===== src/rtl/pattern_gen.sv =====
// pattern_gen: 2-stage video test-pattern source (solid, colour bars, checker, moving bar).
// Define PATTERN_GEN_BORDER_EN to overlay a white one-pixel border on the active area.
module pattern_gen #(
  parameter int WIDTH = 10,
  parameter int H_RES = 640,
  parameter int V_RES = 480,
  parameter int CB    = 4
) (
  input  logic             clk_pix,
  input  logic             rst_pix,
  input  logic [WIDTH-1:0] sx,
  input  logic [WIDTH-1:0] sy,
  input  logic             hsync_i,
  input  logic             vsync_i,
  input  logic             de_i,
  input  logic [1:0]       pat_sel,
  input  logic [3*CB-1:0]  solid_rgb,
  output logic             hsync_o,
  output logic             vsync_o,
  output logic             de_o,
  output logic [CB-1:0]    r,
  output logic [CB-1:0]    g,
  output logic [CB-1:0]    b,
  output logic [15:0]      frame_cnt
);
  localparam int BAR_W = H_RES / 8;
  localparam int XW    = WIDTH + 1;

  typedef struct packed {
    logic hs;
    logic vs;
    logic de;
  } tim_t;

  tim_t             tim1_q, tim1_d, tim2_q, tim2_d;
  logic [WIDTH-1:0] sx1_q, sx1_d, sy1_q, sy1_d;
  logic             vs_prev_q, vs_prev_d, arm_q, arm_d;
  logic [1:0]       pat_act_q, pat_act_d;
  logic [3*CB-1:0]  rgb_act_q, rgb_act_d, rgb_q, rgb_d;
  logic [WIDTH-1:0] bar_x_q, bar_x_d;
  logic [15:0]      frame_cnt_q, frame_cnt_d;
  logic             frame_start;
  logic [XW-1:0]    bar_nx, sx1_w, bar_lo;
  logic [2:0]       bar_idx;
  logic             bar_hit, chk;
`ifdef PATTERN_GEN_BORDER_EN
  logic             border;
`endif

  // arm_q blocks a false boundary when vsync_i is already high as reset releases
  always_comb begin
    frame_start = vsync_i && !vs_prev_q && arm_q;
    vs_prev_d   = vsync_i;
    arm_d       = arm_q | ~vsync_i;
    pat_act_d   = pat_act_q;
    rgb_act_d   = rgb_act_q;
    bar_x_d     = bar_x_q;
    frame_cnt_d = frame_cnt_q;
    bar_nx      = XW'(bar_x_q) + XW'(4);
    if (frame_start) begin
      pat_act_d   = pat_sel;
      rgb_act_d   = solid_rgb;
      frame_cnt_d = frame_cnt_q + 16'd1;
      bar_x_d     = (bar_nx >= XW'(H_RES)) ? '0 : bar_nx[WIDTH-1:0];
    end
  end

  always_comb begin
    sx1_d  = sx;
    sy1_d  = sy;
    tim1_d = '{hs: hsync_i, vs: vsync_i, de: de_i};
    tim2_d = tim1_q;
    sx1_w  = XW'(sx1_q);
    bar_lo = XW'(bar_x_q);
    bar_idx = '0;
    for (int k = 1; k < 8; k++)
      if (sx1_w >= XW'(k * BAR_W)) bar_idx = 3'(k);
    bar_hit = (sx1_w >= bar_lo) && (sx1_w < bar_lo + XW'(16));
    chk     = sx1_q[5] ^ sy1_q[5];
    // bar order white..black maps to R=~idx[1], G=~idx[2], B=~idx[0]
    case (pat_act_q)
      2'd0:    rgb_d = rgb_act_q;
      2'd1:    rgb_d = {{CB{~bar_idx[1]}}, {CB{~bar_idx[2]}}, {CB{~bar_idx[0]}}};
      2'd2:    rgb_d = {(3*CB){chk}};
      default: rgb_d = {(3*CB){bar_hit}};
    endcase
`ifdef PATTERN_GEN_BORDER_EN
    border = (sx1_q == '0) || (sx1_q == WIDTH'(H_RES - 1)) ||
             (sy1_q == '0) || (sy1_q == WIDTH'(V_RES - 1));
    if (border) rgb_d = '1;
`endif
    if (!tim1_q.de) rgb_d = '0;
  end

  always_ff @(posedge clk_pix or posedge rst_pix) begin
    if (rst_pix) begin
      tim1_q      <= '0;
      tim2_q      <= '0;
      sx1_q       <= '0;
      sy1_q       <= '0;
      vs_prev_q   <= 1'b0;
      arm_q       <= 1'b0;
      pat_act_q   <= '0;
      rgb_act_q   <= '0;
      rgb_q       <= '0;
      bar_x_q     <= '0;
      frame_cnt_q <= '0;
    end else begin
      tim1_q      <= tim1_d;
      tim2_q      <= tim2_d;
      sx1_q       <= sx1_d;
      sy1_q       <= sy1_d;
      vs_prev_q   <= vs_prev_d;
      arm_q       <= arm_d;
      pat_act_q   <= pat_act_d;
      rgb_act_q   <= rgb_act_d;
      rgb_q       <= rgb_d;
      bar_x_q     <= bar_x_d;
      frame_cnt_q <= frame_cnt_d;
    end
  end

  assign hsync_o   = tim2_q.hs;
  assign vsync_o   = tim2_q.vs;
  assign de_o      = tim2_q.de;
  assign r         = rgb_q[3*CB-1:2*CB];
  assign g         = rgb_q[2*CB-1:CB];
  assign b         = rgb_q[CB-1:0];
  assign frame_cnt = frame_cnt_q;

endmodule


===== config.mk =====
export PLATFORM = sky130hd
export DESIGN_NAME = pattern_gen
export DESIGN_NICKNAME = d
export VERILOG_FILES = /design/src/rtl/pattern_gen.sv
export SDC_FILE = /design/constraint.sdc
export NUM_CORES = 1
export LEC_CHECK = 0
export ABC_CLOCK_PERIOD_IN_PS = 3800
export BUFFER_PORTS_ARGS = -buffer_cell sky130_fd_sc_hd__buf_4
export CAP_MARGIN = 5
export CORE_ASPECT_RATIO = 0.9
export CORE_UTILIZATION = 48
export DETAILED_ROUTE_END_ITERATION = 12
export HOLD_SLACK_MARGIN = 0.15
export PLACE_DENSITY = 0.79
export SLEW_MARGIN = 20
export SYNTH_ARGS = -nofsm -noshare
export SYNTH_HDL_FRONTEND = slang
export SYNTH_SLANG_ARGS = --single-unit

===== constraint.sdc =====
create_clock -name clk_pix -period 3.8 [get_ports clk_pix]
set_clock_uncertainty 0.1 [all_clocks]
set_input_delay 0.57 -clock clk_pix [delete_from_list [all_inputs] [get_ports clk_pix]]
set_output_delay 0.57 -clock clk_pix [all_outputs]
set_load 0.05 [all_outputs]

==> results.toml <==
[global_route]
grt_antenna_before_repair = 0
grt_pass1_vias = 2358
grt_max_degree = 36
grt-ovfl-total = 0
grt_pass1_wl_um = 11000
track_usage_pct = 20.9

[setup_path]
crit_family = "compound AO/OA/AOI/OAI gates"
path_class = "reg2reg"
crit_chain = "ha_1 > nand3_1 > xnor2_1 > ha_1 > a21o_1 > a211oi_1 > o31ai_1 > a2111oi_2 > a21o_1"
critPathMaxStageDelay_ns = 0.59
worstPathArrival_ns = 3.00
end_kind = "register"
critPathLaunchType = "register"
critical_path_required_ns = 3.98
worst-path-stages = 9
path_max_fanout = 5
critPathSlowestCell = "a2111oi_2"
path_buf_inv = 0
r2r_cells = 9

[timing]
setup_viol = 0
hold_viol = 0
slew_headroom_pct = 55.7
tightest_slew_ns = 0.664
post-route-period-util_pct = 74.2
setup_slack_ns = 0.982
final-max-slew-violation-count = 0
rsz0062_at_grt = "false"
max_freq_mhz = 355
fin_crit_ns = 2.82
tns_ns = 0

[power]
power_density_mw_per_mm2 = 592
ir_worst_vdd_uv = 454
p_leak_nw = 1.95

[clock_network]
cts_max_level = 3
post_cts_resized = 0
clk-insertion-delay-late_ns = 0.35
clockBufferDepth = 2
cts_tree = "yes"
clk_pin_slew_ns = 0.07
cts_sinks = 66
cts-root-buf = "clkbuf_8"
cts_buffers = 9
post-cts-setup-buffers = 0
cts_hold_buf = 0

[synthesis]
synth_seq_area_share_pct = 51.9
synth-edff-count = 0
synth_warnings = 0
synthFlopType = "dfrtp_1"
synthDistinctLibCells = 45
avgSynthCellArea_um2 = 10.1
ys_ff_latch = 66
synth_nets = 372
async_flop_share_pct = 100
synthesis.instances = 316
syn_area_mm2 = 0.00318

[placement]
post-place-ws_ns = 1.00
gp_congestion = 0.834
io_buffer_count = 58
hpwl_um = 4660

[routing]
vias = 2459
postRouteAntennaNets = 0
drt-initial-drc-count = 174
drtPass1Iterations = 4
wl_per_cell_um = 13.8
wl_um = 6480
viasPerCell = 5.23
drcViolationCount = 0

[layout]
drive_above_1_share_pct = 22.7
final_cell_mix = "dfrtp_1 (66), buf_4 (61), nand2_1 (58)"
nNetsFinal = 434
area_delta_synth_final_pct = 23.4
n_antenna_cell = 0
final_common_cell = "dfrtp_1"
fillers = 523

[floorplanning]
row_count = 27
die_area_mm2 = 0.00696
core_area_mm2 = 0.00625
ioPinCount = 70
initial_core_util_pct = 50.9
die_w_um = 87.8
die_y_um = 79.2

[min_path]
hold_path.class = "in2async"

[job]
max-cap-violations = 0

[outcome]
outcome = "finished clean"
[layer usage]
layer	track usage, %	up-vias	wire (um)
met1	28.6	1142	3070
met5	0	-	0
met4	8.85	0	114
met3	5.41	13	358
li1	-	1224	-
met2	31.5	80	2930
[path summary, 6_finish.rpt]
path | start | end | slack [ns]
max | bar_x_q[4] | rgb_q[6] | 0.98
min | rst_pix | tim1_q[2] | 0.22
max reg2reg | bar_x_q[4] | rgb_q[6] | 0.98
min reg2reg | tim1_q[2] | hsync_o | 0.25
max in group asynchronous | rst_pix | sx1_q[4] | 2.48
min in group clk_pix | sx[5] | sx1_q[5] | 0.22
[state kept, by name, indices dropped and copies added, names as in the netlist, 2 cells and up]
| signal | flops |
|---|---|
| bar_x_q | 8 |
| frame_cnt | 16 |
| pat_act_q | 2 |
| rgb_act_q | 12 |
| rgb_q | 12 |
| sx1_q | 8 |
| tim1_q | 2 |
[area by class of cell]
type / count / area (um^2) / share of cell area [%]
clock buffer: 10 / 138 / 3.50
multi-input combinational: 221 / 1410 / 35.9
sequential: 66 / 1650 / 42.1
timing repair buffer: 61 / 458 / 11.7
tap: 87 / 109 / 2.77
inverter: 19 / 71.3 / 1.82
clock inverter: 6 / 90.1 / 2.29
[Yosys cell counts, drive strengths merged (3+ instances only)]
cell / number / area, um^2
a2111oi: 3 / 32.5
a211oi: 6 / 45.0
a21o: 6 / 45.0
a21oi: 7 / 35.0
and2: 4 / 25.0
buf: 7 / 40.0
clkbuf: 3 / 11.3
dfrtp: 66 / 1650
ha: 17 / 213
inv: 19 / 71.3
nand2: 58 / 218
nand2b: 4 / 25.0
nand3: 11 / 67.6
nand4: 7 / 43.8
nor2: 11 / 41.3
nor3: 12 / 60.1
nor3b: 3 / 22.5
o211a: 4 / 40.0
o21ai: 21 / 105
o22ai: 4 / 25.0
xnor2: 17 / 149
xor2: 3 / 26.3
[metrics by stage]
| stage | power, mW | cell area, um^2 | util, % | hold WS (ns) | instances |
|---|---|---|---|---|---|
| 3_3_place_gp | 1.65 | 3700 | 59.2 | 0.236 | 454 |
| 2_1_floorplan | 1.46 | 3180 | - | 0.231 | 316 |
| 4_1_cts | 2.35 | 3930 | 62.8 | 0.206 | 470 |
| 5_1_grt | 2.46 | 3930 | 62.8 | 0.207 | 470 |
| 6_report | 2.33 | 3930 | 62.8 | 0.220 | 470 |
| 3_5_place_dp | 1.67 | 3700 | 59.2 | 0.235 | 454 |
[kinds of logic (layout without fill, tap and decap cells)]
family	count (synthesis)	count (layout)	synth area share, %
AO/OA/AOI/OAI	63	63	13.6
XOR/XNOR	20	20	5.51
adder cells (fa/ha/maj)	18	18	7.00
buffers and inverters	29	96	3.85
flip-flops	66	66	51.9
AND/OR/NAND/NOR	120	120	18.1
[power by group]
group | switching (mW) | internal, mW | total, mW
clock | 0.277 | 0.388 | 0.665
combinational | 0.471 | 0.290 | 0.761
sequential | 0.102 | 0.798 | 0.900
(Power assumes the default switching activity.)
